[src/rtl/gpr_pkg.sv]
// Purpose: shared widths, iss_use bit indices and operand-set type for the GPR operand-fetch slice.
// Latency: n/a (definitions only).
// Backpressure: n/a.
// Contents: GPR_ADR_W/GPR_DAT_W/GPR_NUM, USE_RA/USE_RB/USE_RC, gpr_adr_t, gpr_dat_t, opset_t, adr_hit().
package gpr_pkg;

  localparam int GPR_ADR_W = 5;
  localparam int GPR_DAT_W = 32;
  localparam int GPR_NUM   = 32;

  // Bit positions inside iss_use
  localparam int ISS_USE_W = 3;
  localparam int USE_RA    = 0;
  localparam int USE_RB    = 1;
  localparam int USE_RC    = 2;

  typedef logic [GPR_ADR_W-1:0] gpr_adr_t;
  typedef logic [GPR_DAT_W-1:0] gpr_dat_t;

  // One operand set handed to execute
  typedef struct packed {
    gpr_dat_t a;
    gpr_dat_t b;
    gpr_dat_t c;
    gpr_adr_t rt;
    logic     rt_val;
  } opset_t;

  // True when a qualified address matches another address
  function automatic logic adr_hit(input logic vld, input gpr_adr_t x, input gpr_adr_t y);
    return vld && (x == y);
  endfunction

endpackage

[src/rtl/gpr_scoreboard.sv]
// Purpose: GPR busy-bit scoreboard; set on issue with a destination, clear on writeback, set wins on a tie.
// Latency: set/clear visible one cycle after the request edge; lookups are combinational from current state.
// Backpressure: none; set and clear are always accepted.
// Ports: clk, rst_n; set_en/set_adr; clr_en/clr_adr; lk_adr_0..2 -> lk_busy_0..2; lk_adr_rt -> lk_busy_rt.
module gpr_scoreboard
  import gpr_pkg::*;
(
  input  logic                 clk,
  input  logic                 rst_n,
  input  logic                 set_en,
  input  logic [GPR_ADR_W-1:0] set_adr,
  input  logic                 clr_en,
  input  logic [GPR_ADR_W-1:0] clr_adr,
  input  logic [GPR_ADR_W-1:0] lk_adr_0,
  input  logic [GPR_ADR_W-1:0] lk_adr_1,
  input  logic [GPR_ADR_W-1:0] lk_adr_2,
  input  logic [GPR_ADR_W-1:0] lk_adr_rt,
  output logic                 lk_busy_0,
  output logic                 lk_busy_1,
  output logic                 lk_busy_2,
  output logic                 lk_busy_rt
);

  localparam logic [GPR_NUM-1:0] ONE_HOT_0 = {{(GPR_NUM-1){1'b0}}, 1'b1};

  logic [GPR_NUM-1:0] busy;
  logic [GPR_NUM-1:0] set_vec;
  logic [GPR_NUM-1:0] clr_vec;

  assign set_vec = set_en ? (ONE_HOT_0 << set_adr) : '0;
  assign clr_vec = clr_en ? (ONE_HOT_0 << clr_adr) : '0;

  // Clear is applied first and set ORed afterwards, so a same-register
  // set and clear in one cycle leaves the bit set: the new producer owns it.
  always_ff @(posedge clk or negedge rst_n) begin
    if (!rst_n) begin
      busy <= '0;
    end else begin
      busy <= (busy & ~clr_vec) | set_vec;
    end
  end

  assign lk_busy_0  = busy[lk_adr_0];
  assign lk_busy_1  = busy[lk_adr_1];
  assign lk_busy_2  = busy[lk_adr_2];
  assign lk_busy_rt = busy[lk_adr_rt];

endmodule

[src/rtl/gpr_opfetch.sv]
// Purpose: operand fetch stage; reads up to three GPR sources, tracks RAW/WAW hazards, registers one operand set.
// Latency: 1 cycle from accepted issue to op_val.
// Backpressure: iss_rdy drops on a hazard or when the held operand set is not consumed; writeback is never stalled.
// Ports: clk, rst_n; iss_val/iss_rdy, iss_ra/rb/rc, iss_use, iss_rt, iss_rt_val; op_val/op_rdy, op_a/b/c, op_rt,
//        op_rt_val; wb_val/wb_adr/wb_dat; rd_adr_0..2/rd_dat_0..2 (GPR read); wr_en_0/wr_adr_0/wr_dat_0 (GPR write).
// Config: define GPR_OPF_BYPASS_EN to forward same-cycle writeback data into the operands instead of stalling.
module gpr_opfetch
  import gpr_pkg::*;
(
  input  logic                 clk,
  input  logic                 rst_n,
  // issue side
  input  logic                 iss_val,
  output logic                 iss_rdy,
  input  logic [GPR_ADR_W-1:0] iss_ra,
  input  logic [GPR_ADR_W-1:0] iss_rb,
  input  logic [GPR_ADR_W-1:0] iss_rc,
  input  logic [ISS_USE_W-1:0] iss_use,
  input  logic [GPR_ADR_W-1:0] iss_rt,
  input  logic                 iss_rt_val,
  // execute side
  output logic                 op_val,
  input  logic                 op_rdy,
  output logic [GPR_DAT_W-1:0] op_a,
  output logic [GPR_DAT_W-1:0] op_b,
  output logic [GPR_DAT_W-1:0] op_c,
  output logic [GPR_ADR_W-1:0] op_rt,
  output logic                 op_rt_val,
  // writeback
  input  logic                 wb_val,
  input  logic [GPR_ADR_W-1:0] wb_adr,
  input  logic [GPR_DAT_W-1:0] wb_dat,
  // GPR array ports
  output logic [GPR_ADR_W-1:0] rd_adr_0,
  output logic [GPR_ADR_W-1:0] rd_adr_1,
  output logic [GPR_ADR_W-1:0] rd_adr_2,
  input  logic [GPR_DAT_W-1:0] rd_dat_0,
  input  logic [GPR_DAT_W-1:0] rd_dat_1,
  input  logic [GPR_DAT_W-1:0] rd_dat_2,
  output logic                 wr_en_0,
  output logic [GPR_ADR_W-1:0] wr_adr_0,
  output logic [GPR_DAT_W-1:0] wr_dat_0
);

  // GPR ports are pure wiring; they keep working through reset.
  assign rd_adr_0 = iss_ra;
  assign rd_adr_1 = iss_rb;
  assign rd_adr_2 = iss_rc;
  assign wr_en_0  = wb_val;
  assign wr_adr_0 = wb_adr;
  assign wr_dat_0 = wb_dat;

  logic                                  iss_xfer;
  logic                                  busy_0, busy_1, busy_2, busy_rt;
  logic [ISS_USE_W-1:0][GPR_ADR_W-1:0]   src_adr;
  logic [ISS_USE_W-1:0][GPR_DAT_W-1:0]   src_rd;
  logic [ISS_USE_W-1:0]                  src_busy;
  logic [ISS_USE_W-1:0]                  src_hit;
  logic [ISS_USE_W-1:0]                  src_haz;
  logic [ISS_USE_W-1:0][GPR_DAT_W-1:0]   src_dat;
  logic                                  raw_haz;
  logic                                  waw_haz;
  opset_t                                op_nxt;
  opset_t                                op_q;
  logic                                  op_val_q;

  assign src_adr  = {iss_rc, iss_rb, iss_ra};
  assign src_rd   = {rd_dat_2, rd_dat_1, rd_dat_0};
  assign src_busy = {busy_2, busy_1, busy_0};

  assign iss_xfer = iss_val & iss_rdy;

  gpr_scoreboard u_sb (
    .clk        (clk),
    .rst_n      (rst_n),
    .set_en     (iss_xfer & iss_rt_val),
    .set_adr    (iss_rt),
    .clr_en     (wb_val),
    .clr_adr    (wb_adr),
    .lk_adr_0   (iss_ra),
    .lk_adr_1   (iss_rb),
    .lk_adr_2   (iss_rc),
    .lk_adr_rt  (iss_rt),
    .lk_busy_0  (busy_0),
    .lk_busy_1  (busy_1),
    .lk_busy_2  (busy_2),
    .lk_busy_rt (busy_rt)
  );

  // Per-source hazard and operand selection. Without forwarding, a source
  // being written this cycle still reads stale data from the array, so it
  // must wait one more cycle even if the scoreboard bit was never set.
  always_comb begin
    src_hit = '0;
    src_haz = '0;
    src_dat = '0;
    for (int i = 0; i < ISS_USE_W; i++) begin
      src_hit[i] = adr_hit(wb_val, wb_adr, src_adr[i]);
`ifdef GPR_OPF_BYPASS_EN
      src_haz[i] = src_busy[i] & ~src_hit[i];
      src_dat[i] = src_hit[i] ? wb_dat : src_rd[i];
`else
      src_haz[i] = src_busy[i] | src_hit[i];
      src_dat[i] = src_rd[i];
`endif
      // Unused sources never stall and always present zero downstream
      if (!iss_use[i]) begin
        src_haz[i] = 1'b0;
        src_dat[i] = '0;
      end
    end
  end

  assign raw_haz = |src_haz;
  // A same-cycle writeback to the destination retires the older producer,
  // so the new write intent can be recorded right away.
  assign waw_haz = iss_rt_val & busy_rt & ~adr_hit(wb_val, wb_adr, iss_rt);

  // rst_n gates ready so nothing is offered to the issuer during reset.
  assign iss_rdy = rst_n & (~op_val_q | op_rdy) & ~raw_haz & ~waw_haz;

  always_comb begin
    op_nxt        = '0;
    op_nxt.a      = src_dat[USE_RA];
    op_nxt.b      = src_dat[USE_RB];
    op_nxt.c      = src_dat[USE_RC];
    op_nxt.rt     = iss_rt;
    op_nxt.rt_val = iss_rt_val;
  end

  // Operand register: loads on transfer, otherwise holds; the held set is
  // only released (op_val dropped) when execute takes it.
  always_ff @(posedge clk or negedge rst_n) begin
    if (!rst_n) begin
      op_val_q <= 1'b0;
      op_q     <= '0;
    end else if (iss_xfer) begin
      op_val_q <= 1'b1;
      op_q     <= op_nxt;
    end else if (op_rdy) begin
      op_val_q <= 1'b0;
    end
  end

  assign op_val    = op_val_q;
  assign op_a      = op_q.a;
  assign op_b      = op_q.b;
  assign op_c      = op_q.c;
  assign op_rt     = op_q.rt;
  assign op_rt_val = op_q.rt_val;

endmodule

[config.mk]
export PLATFORM = sky130hd
export DESIGN_NAME = gpr_opfetch
export DESIGN_NICKNAME = d
export VERILOG_FILES = /design/src/rtl/gpr_pkg.sv /design/src/rtl/gpr_scoreboard.sv /design/src/rtl/gpr_opfetch.sv
export SDC_FILE = /design/constraint.sdc
export NUM_CORES = 1
export LEC_CHECK = 0
export CAP_MARGIN = 15
export CORE_MARGIN = 3
export CORE_UTILIZATION = 44
export DETAILED_ROUTE_END_ITERATION = 10
export HOLD_SLACK_MARGIN = 0.03
export PLACE_DENSITY = 0.81
export SETUP_SLACK_MARGIN = 0.5
export SLEW_MARGIN = 30
export SYNTH_ARGS = -nofsm -noshare
export SYNTH_HDL_FRONTEND = slang
export SYNTH_SLANG_ARGS = --single-unit
[constraint.sdc]
create_clock -name clk -period 3.3 [get_ports clk]
set_input_delay 0.495 -clock clk [delete_from_list [all_inputs] [get_ports clk]]
set_output_delay 0.495 -clock clk [all_outputs]
set_load 0.01 [all_outputs]
==> run metrics <==
Slowest-stage cell, CP=mux4_2; Nets=1254; post-synthesis sequential area ratio=42.0%; CTS max path bufs=2; GRT overflow=0; depth of the CTS H-tree=4; final core occ=70.4%; first-pass GRT wire length=41100 um; Post-DP HPWL=18700 um; crit end category=output pin; Routed Antenna Nets=0; setup violators final=0; Slew headroom=49.4%; Post-Syn Nets=967; GRT met1 Usage=32.2%; Async S/R FF share, synth=100%; reg-to-reg endpoint=op_c[14]$_DFFE_PN0P_; CTS tree=yes; DRC viols=0; Hold Buf Count CTS=0; core area=17600 sq um; arrival time at the worst endpoint=2530 ps; latest clock arrival within the worst-skew pair=420 ps; Slew @ Worst Pin=759 ps; Main synth FF type=dfrtp_1; category of the most critical setup path=reg2out; final worst slack=276 ps; commonest non-fill, non-tap cells in the layout=236 x clkdlybuf4s50_1, 124 x dfrtp_1, 112 x nand2_1; required time of the critical path=2800 ps; DP Worst Slack=-493 ps; synthesis-stage register bit count=135; largest area contributor in the netlist=dfrtp_1; die area=19900 sq um; post-DR vias/cell=5.30; Worst path max stage delay=470 ps; Post-synth EDFFs=0; DRT Wirelength=26200 um; commonest non-fill, non-tap cell in the layout=clkdlybuf4s50_1; Initial Util=45.7%; Hold/Removal Path Class=in2async; layout cells sized above 1=21.4%; vias=7051; die width=141 um; io pins=319; global routing's busiest layer=met2; P_leak=5.56 nW; yosys warns=0; IO Port Bufs=254; Syn Inst Count=805; Max VDD drop=376 uV; fill cell count=1238; initial DRC count=443; gr usage total=26.4%; Area contributors post-synth=dfrtp_1 42%, mux2i_1 14%, mux4_2 6.7%; Worst Clk Skew=15.6 ps; number of global-route vias before repair=7343; CTS Sinks=135; syn avg cell area=9.99 sq um; fin crit share=91.6%; Tmin final=3020 ps; FMAX=331 MHz; met2 Use GR=42.3%; Slew Viols, Final=0; Synth-to-Final Area Change=54.0%; status=finished clean; maxcap violations=0; CTS Root Cell=clkbuf_16; antenna fix cells=0; Netlist cell types=50; clock transition at the registers of the reported paths=60 ps; CP Launch Type=flip-flop; PwrDens=547 nW/um^2; Die Height=141 um; largest net degree at the start of global routing=60; crit-path max FO=4; share of the synthesized area in the top cell type=42.0%; worst r2r src=u_sb.busy[15]$_DFF_PN0_; met3 usage=9.50%; number of core rows=48; cts bufs inserted=17; CP Cell Sequence=mux4_2 -> a22o_1 -> a211o_1 -> o221ai_2 -> o221a_1 -> nor2b_4 -> buf_6; Reg2Reg Depth=11; initial antenna violation count=0; GPL Wtd Cong=0.991; WL/cell=19.7 um; DRT Pass-1 Iters=7; RSZ-0062 raised after global routing=true; Synth Cell Area=8040 sq um; final hold violation count=0; flop-to-flop setup slack=350 ps
==> per-layer routing <==
layer	vias up	routed length, um
met4	0	897
met5	-	0
li1	3222	-
met2	389	12600
met1	3362	9970
met3	78	2750
==> report_power, final <==
part	total, W	leakage (nW)	internal [W]	switching, W
clock network	0.00195	0.289	0.00123	0.000723
registers	0.00235	1.72	0.00207	0.000279
logic	0.00247	3.55	0.00144	0.00103
==> critical path: cells and delay by family (launching register included) <==
kind	cells	cell delay (ps)
buffers and inverters	1	110
muxes	1	470
DFF	1	440
and+or+nand+nor	1	170
AOI/OAI and AO/OA	4	920
==> registers in the layout, indices dropped and copies added, names as in the netlist <==
name and cells:
op_a 32, op_b 32, op_c 32, op_rt 5, op_rt_val 1, op_val 1
u_sb.busy 32
==> how the worst max path moves through the flow <==
stage | depth (start not counted) | slack, ps | endpoint | startpoint
final | 7 | 280 | iss_rdy | u_sb.busy[15]$_DFF_PN0_
after global routing | 7 | 190 | iss_rdy | u_sb.busy[5]$_DFF_PN0_
after CTS | 7 | 220 | iss_rdy | u_sb.busy[15]$_DFF_PN0_
after detailed placement | 10 | -490 | iss_rdy | iss_rt[0]
after global placement | 10 | -490 | iss_rdy | iss_rt[0]
after floorplan | 9 | 500 | op_rt[4]$_DFFE_PN0P_ | iss_rt[0]
==> Yosys cell counts (10+ instances only) <==
cell	count
a21bo_1	14
a22o_1	19
buf_4	61
clkbuf_1	33
dfrtp_1	135
inv_1	99
mux2_2	11
mux2i_1	110
mux4_2	24
nand2_1	112
nand3_1	13
nor2_1	40
o21ai_0	14
xor2_1	10
==> metrics by stage <==
stage / instances / hold slack [ps] / cell area (sq um) / total power (W) / setup TNS, ps
after floorplan: 805 / 199 / 8060 / 0.00328 / 0
after global placement: 1258 / 469 / 10900 / 0.00453 / -12410
after detailed placement: 1259 / 479 / 10900 / 0.00459 / -15620
after CTS: 1325 / 272 / 12200 / 0.00675 / 0
after global routing: 1330 / 307 / 12400 / 0.00710 / 0
final: 1330 / 250 / 12400 / 0.00677 / 0
==> cell families after synthesis <==
kind of cell	count (synthesis)	synth area share, %
buffers and inverters	208	13.4
xor gates and xnor gates	19	2.07
DFF	135	42.0
and+or+nand+nor	222	12.7
muxes	149	22.5
AOI/OAI and AO/OA	72	7.22
==> what timing repair did <==
| action | in CTS | in global routing |
|---|---|---|
| endpoints found under the setup margin | 131 | 135 |
| cloned | 10 | 0 |
| hold endpoints to repair | 0 | 0 |
| buffers inserted | 24 | 5 |
| pin swaps | 24 | 17 |
| gates resized for setup | 69 | 35 |
==> layout make-up <==
type / count / area, sq um / share of cell area (%)
timing repair buffer: 377 / 3990 / 32.2
tap: 225 / 282 / 2.27
clock inverter: 11 / 149 / 1.20
inverter: 99 / 372 / 3.00
clock buffer: 21 / 460 / 3.72
sequential: 135 / 3390 / 27.4
multi-input combinational: 462 / 3740 / 30.2
No activity file was read; power rests on OpenSTA's default activity.
